<file path="src/rtl/note_lane_renderer_if.sv">
// note_lane_renderer_if: groups the game-controller handshake, the note sequences and the vga_adapter pixel port.
interface note_lane_renderer_if #(parameter int NUM_SQ = 10);
    logic              start;
    logic [NUM_SQ-1:0] red_sequence;
    logic [NUM_SQ-1:0] yellow_sequence;
    logic [7:0]        x;
    logic [6:0]        y;
    logic [2:0]        colour;
    logic              plot;
    logic              busy;
    logic              done;
    modport master (output start, red_sequence, yellow_sequence, input x, y, colour, plot, busy, done);
    modport slave (input start, red_sequence, yellow_sequence, output x, y, colour, plot, busy, done);
endinterface

</file>
<file path="src/rtl/note_lane_renderer.sv">
// note_lane_renderer: paints the note lane one pixel per cycle into the vga_adapter.
// Define HIT_ZONE_EN to prefix each pass with a blue hit-target square.
module note_lane_renderer #(
    parameter int NUM_SQ  = 10,
    parameter int SQ_LOG2 = 2,
    parameter int X_START = 10,
    parameter int X_STEP  = 10,
    parameter int Y_ROW   = 112
) (
    input logic clk,
    input logic resetn,
    note_lane_renderer_if.slave bus
);
    localparam logic [2:0] BLACK  = 3'b000;
    localparam logic [2:0] RED    = 3'b100;
    localparam logic [2:0] YELLOW = 3'b110;
    localparam logic [2:0] BLUE   = 3'b001;
    typedef enum logic [1:0] {IDLE, LOAD, DRAW, DONE} state_t;
    state_t                 state, state_d;
    logic [3:0]             slot, slot_d;
    logic [2*SQ_LOG2-1:0]   pix, pix_d;
    logic [NUM_SQ-1:0]      red_q, red_d, yel_q, yel_d;
    logic [7:0]             x_d;
    logic [6:0]             y_d;
    logic [2:0]             colour_d;
    logic                   plot_d, busy_d, done_d, marker;
`ifdef HIT_ZONE_EN
    localparam logic [7:0] X_FIRST = 8'(X_START - X_STEP);
    localparam logic [3:0] LAST    = 4'(NUM_SQ);
    assign marker = slot == 4'd0;
`else
    localparam logic [7:0] X_FIRST = 8'(X_START);
    localparam logic [3:0] LAST    = 4'(NUM_SQ - 1);
    assign marker = 1'b0;
`endif
    // Snapshots shift right once per note slot so bit 0 is always the slot being drawn.
    always_comb begin
        state_d  = state;
        slot_d   = slot;
        pix_d    = pix;
        red_d    = red_q;
        yel_d    = yel_q;
        x_d      = bus.x;
        y_d      = bus.y;
        colour_d = bus.colour;
        plot_d   = 1'b0;
        busy_d   = bus.busy;
        done_d   = 1'b0;
        case (state)
            IDLE: if (bus.start) begin
                state_d = LOAD;
                busy_d  = 1'b1;
            end
            LOAD: begin
                red_d   = bus.red_sequence;
                yel_d   = bus.yellow_sequence;
                slot_d  = 4'd0;
                pix_d   = '0;
                state_d = DRAW;
            end
            DRAW: begin
                plot_d   = 1'b1;
                x_d      = X_FIRST + 8'(slot) * 8'(X_STEP) + 8'(pix[SQ_LOG2-1:0]);
                y_d      = 7'(Y_ROW) + 7'(pix[2*SQ_LOG2-1:SQ_LOG2]);
                colour_d = marker ? BLUE : red_q[0] ? RED : yel_q[0] ? YELLOW : BLACK;
                pix_d    = pix + 1'b1;
                if (&pix) begin
                    slot_d  = slot + 4'd1;
                    red_d   = marker ? red_q : red_q >> 1;
                    yel_d   = marker ? yel_q : yel_q >> 1;
                    state_d = slot == LAST ? DONE : DRAW;
                end
            end
            default: begin
                done_d  = 1'b1;
                busy_d  = 1'b0;
                state_d = IDLE;
            end
        endcase
    end
    always_ff @(posedge clk or negedge resetn) begin
        if (!resetn) begin
            state      <= IDLE;
            slot       <= 4'd0;
            pix        <= '0;
            red_q      <= '0;
            yel_q      <= '0;
            bus.x      <= 8'd0;
            bus.y      <= 7'd0;
            bus.colour <= BLACK;
            bus.plot   <= 1'b0;
            bus.busy   <= 1'b0;
            bus.done   <= 1'b0;
        end else begin
            state      <= state_d;
            slot       <= slot_d;
            pix        <= pix_d;
            red_q      <= red_d;
            yel_q      <= yel_d;
            bus.x      <= x_d;
            bus.y      <= y_d;
            bus.colour <= colour_d;
            bus.plot   <= plot_d;
            bus.busy   <= busy_d;
            bus.done   <= done_d;
        end
    end
endmodule

</file>
<file path="src/flat_wrapper.sv">
// flat-port wrapper written by rule: the top's interface ports become plain ports
module note_lane_renderer_flat 
#(
    parameter int NUM_SQ  = 10,
    parameter int SQ_LOG2 = 2,
    parameter int X_START = 10,
    parameter int X_STEP  = 10,
    parameter int Y_ROW   = 112
)
  (clk, resetn, bus_start, bus_red_sequence, bus_yellow_sequence, bus_x, bus_y, bus_colour, bus_plot, bus_busy, bus_done);
  note_lane_renderer_if #(.NUM_SQ(NUM_SQ)) bus_i ();
  input logic clk;
  input logic resetn;
  input wire logic [$bits(bus_i.start)-1:0] bus_start;
  input wire logic [$bits(bus_i.red_sequence)-1:0] bus_red_sequence;
  input wire logic [$bits(bus_i.yellow_sequence)-1:0] bus_yellow_sequence;
  output wire logic [$bits(bus_i.x)-1:0] bus_x;
  output wire logic [$bits(bus_i.y)-1:0] bus_y;
  output wire logic [$bits(bus_i.colour)-1:0] bus_colour;
  output wire logic [$bits(bus_i.plot)-1:0] bus_plot;
  output wire logic [$bits(bus_i.busy)-1:0] bus_busy;
  output wire logic [$bits(bus_i.done)-1:0] bus_done;
  assign bus_i.start = bus_start;
  assign bus_i.red_sequence = bus_red_sequence;
  assign bus_i.yellow_sequence = bus_yellow_sequence;
  assign bus_x = bus_i.x;
  assign bus_y = bus_i.y;
  assign bus_colour = bus_i.colour;
  assign bus_plot = bus_i.plot;
  assign bus_busy = bus_i.busy;
  assign bus_done = bus_i.done;
  note_lane_renderer #(.NUM_SQ(NUM_SQ), .SQ_LOG2(SQ_LOG2), .X_START(X_START), .X_STEP(X_STEP), .Y_ROW(Y_ROW)) u_core (.clk(clk), .resetn(resetn), .bus(bus_i));
endmodule
</file>
<file path="config.mk">
export PLATFORM = sky130hd
export DESIGN_NAME = note_lane_renderer_flat
export DESIGN_NICKNAME = d
export VERILOG_FILES = /design/src/rtl/note_lane_renderer_if.sv /design/src/rtl/note_lane_renderer.sv /design/src/flat_wrapper.sv
export SDC_FILE = /design/constraint.sdc
export NUM_CORES = 1
export LEC_CHECK = 0
export CORE_MARGIN = 2
export CORE_UTILIZATION = 40
export CTS_CLUSTER_DIAMETER = 200
export DETAILED_ROUTE_END_ITERATION = 8
export GPL_ROUTABILITY_DRIVEN = 0
export HOLD_SLACK_MARGIN = 0.08
export PLACE_DENSITY = 0.67
export SETUP_SLACK_MARGIN = 0.2
export SLEW_MARGIN = 20
export SYNTH_ARGS = -nofsm -noshare
export SYNTH_HDL_FRONTEND = slang
export SYNTH_SLANG_ARGS = --single-unit
</file>
<file path="constraint.sdc">
create_clock -name clk -period 4.55 [get_ports clk]
set_input_delay 1.1375 -clock clk [delete_from_list [all_inputs] [get_ports clk]]
set_output_delay 1.1375 -clock clk [all_outputs]
set_load 0.01 [all_outputs]
</file>
After elaboration in Yosys (flattened, before gate mapping)
Cells that the tools add are included.
Cells by class
  add/subtract/negate cells: 5
  $mul: 1
  equality and inequality tests: 5
  muxes and demuxes: 17
  bitwise logic cells: 1
  reduce and logical (&&, ||, !) cells: 8
Operator list (count)
  one-hot mux 10 bit (2 select lines): 2
  two-way mux 10 bit: 2
  one-hot mux 4 bit (2 select lines): 2
  adder 4 x 1 -> 4 bit (second input constant): 2
  adder 4 x 8 -> 8 bit (first input constant): 1
  adder 8 x 2 -> 8 bit: 1
  multiplier 4 x 3 -> 7 bit (second input constant): 1
  adder 5 x 3 -> 6 bit (first input constant): 1
  two-way mux 3 bit: 2
  one-hot mux 2 bit (3 select lines): 1
  AND reduction 2 bit: 3
  equality test 4 bit (second input constant): 1
  two-way mux 1 bit: 4
  two-way mux 2 bit: 2
  two-way mux 4 bit: 1
  AND reduction 4 bit: 1
  OR reduction 3 bit: 1
  equality test 2 x 1 -> 1 bit (second input constant): 1
  equality test 2 bit (second input constant): 1
  zero test 2 bit: 1
  inequality test 2 x 1 -> 1 bit (second input constant): 1
  inequality test 2 bit (second input constant): 1
  one-hot mux 1 bit (2 select lines): 1
  nonzero test 2 bit: 1
  2 further kinds: 2
Storage, ports and cells
  register bits: 51
  output and inout port bits: 21
  word-level logic and storage cells: 48

Depth between registers and ports, before layout
Gate-level depths: netlist of run 1.
  depth after elaboration: 4
  gate-level depth with buffers: 8

Worst setup path before layout of run 1
Ideal clock, no wire load.
  kind: register to register
  from: register u_core.slot[1]
  to: register u_core.bus.x[7]
  arrival time: 2.147 ns
  required time: 4.414 ns
  setup slack: 2.266 ns
  stages on the path, launching flop included: 7
  buffers on the path: 0
  path through: dfrtp_1 > ha_1 > ha_1 > fa_1 > nand2b_1 > o2111ai_1 > or3b_2
On the way
  longest elaborated chain between the ends: 3
RTL lines
  start: declaration: line note_lane_renderer.sv:20  | logic [3:0] slot, slot_d;
  start signal: assignment: line note_lane_renderer.sv:96  | slot <= slot_d;
  multiplier 4 x 3 -> 7 bit: line note_lane_renderer.sv:63  | x_d = X_FIRST + 8'(slot) * 8'(X_STEP) + 8'(pix[SQ_LOG2-1:0]);
  adder 4 x 8 -> 8 bit: line note_lane_renderer.sv:63
  adder 8 x 2 -> 8 bit: line note_lane_renderer.sv:63
  end signal: assignment: line note_lane_renderer.sv:88  | bus.x <= 8'd0;
  end signal: assignment: line note_lane_renderer.sv:100  | bus.x <= x_d;
  end: declaration: line note_lane_renderer_if.sv:13  | modport slave (input start, red_sequence, yellow_sequence, output x, y, colour, plot, busy, done);
Every way passes these cells.
A chain may end at the register's enable or synchronous reset.

Worst setup path after layout of run 1
  from: register u_core.state[0]
  to: register u_core.yel_q[7]
On the way
  longest elaborated chain between the ends: 3
RTL lines
  start: declaration: line note_lane_renderer.sv:19  | state_t state, state_d;
  start signal: assignment: line note_lane_renderer.sv:95  | state <= state_d;
  equality test 2 bit / equality test 2 x 1 -> 1 bit (equally long branches): line note_lane_renderer.sv:49  | case (state)
  inequality test 2 x 1 -> 1 bit (no line) / nonzero test 2 bit (equally long branches)
  AND reduction 2 bit (no line)
  end signal: assignment: line note_lane_renderer.sv:99  | yel_q <= yel_d;
  end: declaration: line note_lane_renderer.sv:22  | logic [NUM_SQ-1:0] red_q, red_d, yel_q, yel_d;
Parallel ways exist; a longest one is shown, timed or not.

==> impl_metrics.env, run 1 <==
export IMPL_grt_pass1_wl_um=7430
export IMPL_avgSynthCellArea_sq_um=12.0
export IMPL_slowest_stage="nand2_1"
export IMPL_vias=1605
export IMPL_io_pins=44
export IMPL_die_h_um=82.3
export IMPL_max_freq_mhz=407
export IMPL_swShare_pct=21.0
export IMPL_drive_gt1_share_pct=23.7
export IMPL_slew_headroom_pct=45.8
export IMPL_critPathLaunchType="register"
export IMPL_holdBufCountCts=0
export IMPL_period_share_pct=54.0
export IMPL_hold_start="u_core.yel_q[9]"
export IMPL_cpLargestDelayFamily="simple AND/OR/NAND/NOR gates"
export IMPL_ys_seq_elements=46
export IMPL_grt_use_met3_pct=3.26
export IMPL_post_cts_setup_buffers=0
export IMPL_drtPass1Iterations=4
export IMPL_cts_repair_resized=0
export IMPL_clk_pin_slew_ns=0.08
export IMPL_timing_hold_worst_endpoint="u_core.yel_q[9]"
export IMPL_outcome="finished clean"
export IMPL_r2r_end="u_core.yel_q[7]"
export IMPL_cts_max_level=2
export IMPL_grt_overflow=0
export IMPL_synthCells=205
export IMPL_switchingPower_w=0.000146
export IMPL_p_int_w=0.000547
export IMPL_final_area_sq_um=2950
export IMPL_final_hold_viol_count=0
export IMPL_cts_buffer_depth=2
export IMPL_final_cells=316
export IMPL_drv_slew=0
export IMPL_holdPathStages=2
export IMPL_dpl_hpwl_um=3000
export IMPL_final_setup_tns_ns=0
export IMPL_core_sq_um=5920
export IMPL_worstPathCellList="inv_1, ha_1, nand4_4, nand2_1, mux2_2"
export IMPL_postRouteAntennaNets=0
export IMPL_reg2reg_slack_ns=2.10
export IMPL_skew_ns=0.00446
export IMPL_grt_pass1_vias=1579
export IMPL_worstMarginPinSlew_ns=0.810
export IMPL_worst_path_buf_inv=1
export IMPL_min_path_type="register to register"
export IMPL_synth_area_sq_um=2450
export IMPL_portBuffers=40
export IMPL_dieArea_sq_um=6770
export IMPL_top_usage_layer="met2"
export IMPL_synth_warnings=0
export IMPL_post_route_min_period_ns=2.45
export IMPL_n_antenna_cell=0
export IMPL_drv_cap=0
export IMPL_vdd_drop_max_uv=156
export IMPL_chipWidth_um=82.3
export IMPL_rsz0062_at_grt="no"
export IMPL_initial_core_util_pct=41.4
export IMPL_pwr_share_seq_pct=58.9
export IMPL_numClockSinks=46
export IMPL_post_place_ws_ns=2.10
export IMPL_layout_commonest_cell="dfrtp_1"
export IMPL_comb_power_share_pct=4.0
export IMPL_r2r_start="u_core.state[0]"
export IMPL_drt_iter0_drc=70
export IMPL_antenna_found_initial=0
export IMPL_finalSetupViolCount=0
export IMPL_layout_common_cells="dfrtp_1, mux2_2, clkdlybuf4s50_1, nand2_1, ha_1"
export IMPL_ys_types=41
export IMPL_cts_tree="done"
export IMPL_place_area_sq_um=2860
export IMPL_area_growth_pct=20.4
export IMPL_cp_end_kind="register"
export IMPL_fin_ws_ns=2.10
export IMPL_num_rows=28
export IMPL_drc=0
export IMPL_power_share_clock_pct=37.0
export IMPL_nets=279
export IMPL_drt_wl_total_um=4400
export IMPL_fill_cells=564
export IMPL_criticalPathCategory="register to register"
export IMPL_grtUsageMet2_pct=22.7
export IMPL_crit_arrival_ns=2.64
export IMPL_ys_seq_area_share_pct=47.0
export IMPL_required_ns=4.73
export IMPL_clk_latency_ns=0.30
export IMPL_holdWs_ns=0.505
export IMPL_grt_use_met1_pct=19.6
export IMPL_critPathMaxStageDelay_ns=0.67
export IMPL_post_place_cells=308
export IMPL_cts_buffers=5
export IMPL_p_per_area_nw_per_um2=235
export IMPL_drt_vias_per_instance=5.08
export IMPL_avgRoutedWirePerCell_um=13.9
export IMPL_track_usage_pct=14.4
export IMPL_critPathMaxFanout=20
export IMPL_p_leak_nw=1.39
export IMPL_grt_start_max_net_pins=47
export IMPL_root_buffer="clkbuf_8"
export IMPL_cp_num_cells=5
export IMPL_r2r_cells=5
tightest hold or removal path, cell delays in order, from the launching register on:
cell	delay [ns]
dfrtp_1	0.35
nand3_1	0.07
nand2_1	0.06
cells in the mapped netlist:
library cell	n	area [sq um]
o41ai_1	1	8.76
nand2b_2	1	8.76
or2_2	1	6.26
nand3_1	6	30.0
a21o_1	2	15.0
a21oi_1	6	30.0
fa_1	1	20.0
nand3b_1	2	15.0
nand2b_1	2	12.5
buf_4	8	60.1
nand2_1	14	52.6
or4_1	2	15.0
inv_1	11	41.3
a2111oi_0	1	8.76
o2111ai_1	1	8.76
nor2b_1	1	6.26
nor2_1	5	18.8
nor3_1	2	10.0
nand4_4	1	21.3
or3b_2	1	8.76
o2bb2ai_1	1	8.76
and2b_2	1	8.76
a2111o_1	1	11.3
a211oi_1	2	15.0
and2b_1	1	7.51
conb_1	1	3.75
mux2_2	42	473
a22o_1	1	8.76
ha_1	15	188
dfrtp_1	46	1150
mux2i_1	4	40.0
and3_1	1	6.26
o211ai_1	1	7.51
buf_2	6	30.0
nor4_1	1	6.26
xnor2_1	3	26.3
nand4_1	1	6.26
nand4b_1	1	8.76
o21bai_1	2	15.0
buf_6	1	11.3
o21ai_0	4	20.0
kinds of logic after synthesis:
logic type / after synthesis / share of synthesized area (%)
AOI/OAI and AO/OA: 23 / 6.43
xor gates and xnor gates: 3 / 1.07
adders and majority gates: 16 / 8.47
buffers and inverters: 26 / 5.82
DFF: 46 / 47.0
muxes: 46 / 20.9
other: 1 / 0.153
and+or+nand+nor: 44 / 10.2
power by group through the flow:
stage               registers, W  clock network, W   logic (W)
finish                  0.000408          0.000257   0.0000281
global route            0.000408          0.000283   0.0000310
CTS                     0.000408          0.000267   0.0000289
detailed placement      0.000417                 0   0.0000289
global placement        0.000417                 0   0.0000290
floorplan               0.000417                 0  0.00000318
cell type report:
cell class	instances	area [sq um]	share of cell area, %
Clock buffer	7	86.3	2.93
Clock inverter	1	5.00	0.170
Inverter	11	41.3	1.40
Multi-Input combinational cell	135	1170	39.6
Sequential cell	46	1150	39.0
Tap cell	75	93.8	3.18
Timing Repair Buffer	41	405	13.7
state kept, by name (all words and copies together), names as in the netlist, 2 cells and up:
signal             cells
u_core.bus.colour      2
u_core.bus.x           8
u_core.bus.y           3
u_core.pix             4
u_core.red_q          10
u_core.slot            4
u_core.state           2
u_core.yel_q          10
worst max-delay path by stage:
| stage | startpoint | endpoint |
|---|---|---|
| floorplan | u_core.slot[1] | u_core.bus.x[7] |
| CTS | u_core.state[0] | u_core.yel_q[7] |
| global route | u_core.state[0] | u_core.yel_q[3] |
| finish | u_core.state[0] | u_core.yel_q[7] |
| detailed placement | u_core.state[0] | u_core.yel_q[1] |
| global placement | u_core.state[0] | u_core.yel_q[6] |
through the flow:
step / util [%] / total power (W)
after CTS: 49.8 / 0.000705
after detailed placement: 48.2 / 0.000445
final: 49.8 / 0.000693
after floorplan: - / 0.000420
after global routing: 49.8 / 0.000722
after global placement: 48.2 / 0.000446
metal layers:
layer  vias to the layer above  share of wire [%]
met4                         0               0.91
met1                       772                 48
met2                        49                 46
met3                         4                5.3
met5                         -                  0
li1                        780                  -
(Power assumes the default switching activity.)
==> run 2, diff against run 1 <==
--- a/config.mk
+++ b/config.mk
@@ -11,7 +11,7 @@
 export DETAILED_ROUTE_END_ITERATION = 8
 export GPL_ROUTABILITY_DRIVEN = 0
 export HOLD_SLACK_MARGIN = 0.08
-export PLACE_DENSITY = 0.67
+export PLACE_DENSITY = 0.69
 export SETUP_SLACK_MARGIN = 0.2
 export SLEW_MARGIN = 20
 export SYNTH_ARGS = -nofsm -noshare
==> constraint.sdc (replaced) <==
create_clock -name clk -period 2.1 [get_ports clk]
set_input_delay 0.525 -clock clk [delete_from_list [all_inputs] [get_ports clk]]
set_output_delay 0.525 -clock clk [all_outputs]
set_load 0.01 [all_outputs]
==> impl_metrics.env, run 2 (synthesis results as in run 1) <==
export IMPL_slew_headroom_pct=61.5
export IMPL_nets=297
export IMPL_layout_common_cells="dfrtp_1, mux2_2, clkdlybuf4s50_1, buf_4, nand2_1"
export IMPL_fill_cells=500
export IMPL_worstPathCellList="ha_4, ha_4, fa_2, nand2b_1, o2111ai_2, or3b_4"
export IMPL_violations="setup timing"
export IMPL_portBuffers=40
export IMPL_finalSetupViolCount=1
export IMPL_drc=0
export IMPL_clk_latency_ns=0.29
export IMPL_max_freq_mhz=470
export IMPL_grt_pass1_wl_um=7630
export IMPL_vdd_drop_max_uv=367
export IMPL_grt_overflow=0
export IMPL_final_hold_viol_count=0
export IMPL_clk_pin_slew_ns=0.08
export IMPL_drv_slew=0
export IMPL_track_usage_pct=14.9
export IMPL_core_sq_um=5920
export IMPL_drt_vias_per_instance=5.05
export IMPL_r2r_end="u_core.bus.x[7]"
export IMPL_reg2reg_slack_ns=-0.03
export IMPL_holdBufCountCts=0
export IMPL_slowest_stage="fa_2"
export IMPL_chipWidth_um=82.3
export IMPL_required_ns=2.28
export IMPL_post_place_cells=323
export IMPL_crit_arrival_ns=2.30
export IMPL_critPathMaxFanout=2
export IMPL_final_cells=332
export IMPL_cts_max_level=2
export IMPL_postRouteAntennaNets=0
export IMPL_worstMarginPinSlew_ns=0.577
export IMPL_min_path_type="primary input to asynchronous set/reset pin"
export IMPL_criticalPathCategory="register to register"
export IMPL_r2r_start="u_core.slot[3]"
export IMPL_io_pins=44
export IMPL_drive_gt1_share_pct=34.2
export IMPL_p_leak_nw=1.48
export IMPL_cp_common_cell="ha_4"
export IMPL_numClockSinks=46
export IMPL_fin_ws_ns=-0.0286
export IMPL_p_per_area_nw_per_um2=459
export IMPL_cts_tree="done"
export IMPL_cp_end_kind="register"
export IMPL_grt_pass1_vias=1685
export IMPL_dieArea_sq_um=6770
export IMPL_drtPass1Iterations=4
export IMPL_cts_buffer_depth=2
export IMPL_period_share_pct=101
export IMPL_skew_ns=0.00270
export IMPL_drv_cap=0
export IMPL_r2r_cells=6
export IMPL_root_buffer="clkbuf_8"
export IMPL_n_antenna_cell=0
export IMPL_avgRoutedWirePerCell_um=13.4
export IMPL_rsz0062_at_grt="yes"
export IMPL_grt_start_max_net_pins=47
export IMPL_layout_commonest_cell="dfrtp_1"
export IMPL_initial_core_util_pct=41.4
export IMPL_final_area_sq_um=3200
export IMPL_place_area_sq_um=2990
export IMPL_critPathMaxStageDelay_ns=0.53
export IMPL_top_regs="u_core.red_q: 10 flops, u_core.yel_q: 10 flops, u_core.bus.x: 8 flops"
export IMPL_drt_iter0_drc=78
export IMPL_cts_buffers=5
export IMPL_antenna_found_initial=0
export IMPL_vias=1676
export IMPL_die_h_um=82.3
export IMPL_critPathLaunchType="register"
export IMPL_holdWs_ns=0.311
export IMPL_num_rows=28
export IMPL_dpl_hpwl_um=3140
export IMPL_outcome="finished with violations"
export IMPL_area_growth_pct=30.4
export IMPL_post_route_min_period_ns=2.13
export IMPL_drt_wl_total_um=4460
export IMPL_seqCellArea_sq_um=1150
export IMPL_multi_input_area_sq_um=1270
==> run 2: cell types whose count changed in the layout (fill, tap and decap cells not counted), sizes merged <==
cell | before | now
buf | 2 | 20
clkbuf | 7 | 6
clkinv | 1 | 0
==> run 2: final cells by class <==
class / instances / share of cell area (%)
timing repair buffer: 59 / 17.3
clock buffer: 6 / 2.58
multi-input combinational: 135 / 39.8
inverter: 11 / 1.29
tap: 75 / 2.94
sequential: 46 / 36.0
==> run 2: stage by stage <==
stage	worst slack [ns]	util [%]	TNS [ns]	power, W
after global placement	0.000135	50.4	0	0.000965
after global routing	-0.0853	54.0	-0.0853	0.00154
after detailed placement	-0.0810	50.4	-0.0810	0.000965
final	-0.0286	54.0	-0.0286	0.00147
after CTS	-0.0737	52.0	-0.0737	0.00150
after floorplan	-0.0862	-	-0.0862	0.000910
==> run 2: layer usage <==
layer / up-vias / part of all wire, % / GRT usage, %
met4: 0 / 1.7 / 5.50
li1: 816 / - / -
met3: 9 / 5.6 / 4.24
met1: 803 / 45 / 18.2
met2: 48 / 48 / 24.9
met5: - / 0 / 0
==> run 2: critical path: cells and delay by family (launching register included) <==
| kind | cells | cell delay (ns) |
|---|---|---|
| compound gates | 1 | 0.17 |
| fa+ha+maj | 3 | 0.95 |
| flops | 1 | 0.41 |
| simple gates | 2 | 0.47 |
==> run 2: timing repair <==
action,CTS,global route
setup buffers,0,3
endpoints found under the setup margin,12,24
pin swaps,0,2
resized for setup,2,17
==> run 2: how the worst max path moves through the flow <==
stage	slack, ns	endpoint	start	cells past startpoint
after global routing	-0.09	u_core.bus.x[7]	u_core.slot[3]	6
after floorplan	-0.09	u_core.bus.x[7]	u_core.slot[1]	6
after global placement	0.0001	u_core.bus.x[7]	u_core.slot[3]	6
after detailed placement	-0.08	u_core.bus.x[7]	u_core.slot[3]	6
after CTS	-0.07	u_core.bus.x[7]	u_core.slot[3]	6
final	-0.03	u_core.bus.x[7]	u_core.slot[3]	6
==> run 2: report_power, final <==
group | internal (W) | total, W | switching (W)
clock | 0.000254 | 0.000522 | 0.000269
combinational | 0.0000358 | 0.0000600 | 0.0000242
sequential | 0.000885 | 0.000885 | 0
==> run 3, diff against run 2 <==
--- a/config.mk
+++ b/config.mk
@@ -5,6 +5,7 @@
 export SDC_FILE = /design/constraint.sdc
 export NUM_CORES = 1
 export LEC_CHECK = 0
+export ABC_AREA = 1
 export CORE_MARGIN = 2
 export CORE_UTILIZATION = 40
 export CTS_CLUSTER_DIAMETER = 200
==> impl_metrics.env, run 3 <==
export IMPL_outcome="finished clean"
export IMPL_drt_vias_per_instance=4.72
export IMPL_synth_area_leader_cell="dfrtp_1"
export IMPL_fin_util_pct=51.4
export IMPL_grt_pass1_wl_um=7590
export IMPL_ys_flop_type="dfrtp_1"
export IMPL_criticalPathCategory="register to register"
export IMPL_cp_end_kind="register"
export IMPL_wl_met3_um=177
export IMPL_cp_startpoint="u_core.slot[1]"
export IMPL_drt_iter0_drc=75
export IMPL_async_flop_share_pct=100
export IMPL_n_antenna_cell=0
export IMPL_initial_core_util_pct=41.0
export IMPL_postRouteAntennaNets=0
export IMPL_antenna_found_initial=0
export IMPL_grt_pass1_vias=1713
export IMPL_drc=0
export IMPL_drive_gt1_share_pct=16.1
export IMPL_fill_cells=535
export IMPL_drtPass1Iterations=4
export IMPL_vias=1764
export IMPL_vdd_drop_max_uv=761
export IMPL_numClockSinks=46
export IMPL_synth_area_leaders="dfrtp_1, nand2_1, ha_1, mux2i_1, o21ai_2"
export IMPL_grt_start_max_net_pins=40
export IMPL_yosys_area_top_type_share_pct=48.0
export IMPL_core_sq_um=5850
export IMPL_period_share_pct=92.0
export IMPL_avgRoutedWirePerCell_um=12.0
export IMPL_layout_commonest_cell="nand2_1"
export IMPL_avgSynthCellArea_sq_um=9.52
export IMPL_critPathLaunchType="register"
export IMPL_layout_common_cells="nand2_1, dfrtp_1, clkdlybuf4s50_1, mux2i_1, inv_1"
export IMPL_final_setup_tns_ns=0
export IMPL_critPathMaxStageDelay_ns=0.60
export IMPL_root_buffer="clkbuf_8"
export IMPL_rsz0062_at_grt="yes"
export IMPL_worstMarginPinSlew_ns=0.537
export IMPL_crit_arrival_ns=2.12
export IMPL_dieArea_sq_um=6630
export IMPL_synth_common_cells="nand2_1, dfrtp_1, inv_1, mux2i_1"
export IMPL_chipWidth_um=81.4
export IMPL_p_per_area_nw_per_um2=1330
export IMPL_synth_area_sq_um=2400
export IMPL_post_place_cells=362
export IMPL_required_ns=2.29
export IMPL_final_hold_viol_count=0
export IMPL_num_rows=28
export IMPL_cts_buffers=5
export IMPL_top_regs="u_core.red_q: 10 flops, u_core.yel_q: 10 flops, u_core.bus.x: 8 flops"
export IMPL_skew_ns=0.00511
export IMPL_ys_seq_elements=46
export IMPL_synthCells=252
export IMPL_p_leak_nw=1.44
export IMPL_post_route_min_period_ns=1.93
export IMPL_io_pins=44
export IMPL_drt_wl_total_um=4500
export IMPL_r2r_start="u_core.slot[1]"
export IMPL_max_freq_mhz=517
export IMPL_synth_warnings=0
export IMPL_holdBufCountCts=0
export IMPL_area_growth_pct=25.4
export IMPL_worstPathCellList="ha_4, ha_4, fa_2, inv_2, a21oi_2, nand3_1, nand3_1, nand2_1"
export IMPL_min_path_type="primary input to asynchronous set/reset pin"
export IMPL_slew_headroom_pct=64.2
export IMPL_cts_tree="done"
export IMPL_clk_latency_ns=0.29
export IMPL_met1_length_um=2130
export IMPL_die_h_um=81.4
export IMPL_dr_wl_met2_um=2160
export IMPL_grt_overflow=0
export IMPL_drv_cap=0
export IMPL_track_usage_pct=14.7
export IMPL_synth_most_common_cell="nand2_1"
export IMPL_portBuffers=40
export IMPL_critPathMaxFanout=3
export IMPL_drv_slew=0
export IMPL_highest_layer="met4"
export IMPL_clk_pin_slew_ns=0.09
export IMPL_finalSetupViolCount=0
export IMPL_slowest_stage="fa_2"
export IMPL_final_cells=374
export IMPL_ys_seq_area_share_pct=48.0
export IMPL_holdWs_ns=0.198
export IMPL_synth_edf_count=0
export IMPL_cts_max_level=2
export IMPL_dpl_hpwl_um=3150
export IMPL_ys_types=25
export IMPL_cts_buffer_depth=2
export IMPL_nets=337
==> run 3: cell types whose count changed after synthesis, moves of 7 or more <==
cell and change:
mux2i_1 +14, o21ai_2 +15, o21ai_1 +7, inv_1 +7, nand2_1 +55, mux2_2 -42
==> run 3: logic make-up (layout without fill, tap and decap cells) <==
group                    count (synthesis)  in the layout  share of synthesized area (%)
buffers and inverters                   34             79                           7.93
adder cells (fa/ha/maj)                 16             16                           8.66
XOR/XNOR                                 2              2                          0.730
multiplexers                            18             18                           7.51
other                                    1              3                          0.156
flip-flops                              46             46                           48.0
AND/OR/NAND/NOR                         98             98                           16.6
AO/OA/AOI/OAI                           37             37                           10.4
==> run 3: per-stage QoR <==
stage / total power [W] / setup WS [ns] / cell area (sq um)
global route: 0.00440 / 0.120 / 3010
finish: 0.00400 / 0.167 / 3010
global placement: 0.00342 / 0.203 / 2860
detailed placement: 0.00347 / 0.150 / 2860
CTS: 0.00405 / 0.191 / 2980
floorplan: 0.00297 / 0.174 / 2410
==> run 3: cell type report <==
| type | instances | area (sq um) | area share, % |
|---|---|---|---|
| Sequential cell | 46 | 1150 | 38.3 |
| Multi-Input combinational cell | 174 | 1100 | 36.5 |
| Timing Repair Buffer | 52 | 498 | 16.6 |
| Tap cell | 75 | 93.8 | 3.12 |
| Clock buffer | 7 | 86.3 | 2.87 |
| Inverter | 19 | 73.8 | 2.46 |
| Clock inverter | 1 | 5.00 | 0.166 |
==> run 3: where the power goes <==
| part | internal, W | switching (W) | leakage, nW |
|---|---|---|---|
| clock | 0.000266 | 0.000294 | 0.0482 |
| combinational | 0.000854 | 0.00113 | 0.812 |
| sequential | 0.00125 | 0.000204 | 0.583 |
==> run 3: worst paths after layout <==
| check | endpoint | slack (ns) | cells past startpoint |
|---|---|---|---|
| min in group clk | u_core.red_q[9] | 0.48 | 2 |
| worst min register to register | u_core.red_q[9] | 0.48 | 2 |
| worst max-delay path | u_core.bus.x[7] | 0.17 | 8 |
| worst max register to register | u_core.bus.x[7] | 0.17 | 8 |
| max in group asynchronous | u_core.red_q[6] | 1.33 | 2 |
| worst min-delay path | u_core.bus.x[6] | 0.20 | 1 |
==> run 3: timing repair <==
action,CTS,global route
setup buffers,3,1
endpoints found under the hold margin,0,0
gates resized for setup,1,3
endpoints found under the setup margin,1,3
pin swaps,1,4
==> run 3: per-layer routing <==
| layer | global-route usage (%) | up-vias |
|---|---|---|
| li1 | - | 901 |
| met1 | 20.0 | 826 |
| met2 | 23.2 | 33 |
| met3 | 3.63 | 4 |
| met4 | 4.58 | 0 |
| met5 | 0 | - |
==> run 3: critical path: cells and delay by family (launching register included) <==
kind | cells | cell delay [ns]
DFF | 1 | 0.42
adders and majority gates | 3 | 1.02
buffers and inverters | 1 | 0.05
and+or+nand+nor | 3 | 0.22
AOI/OAI and AO/OA | 1 | 0.12
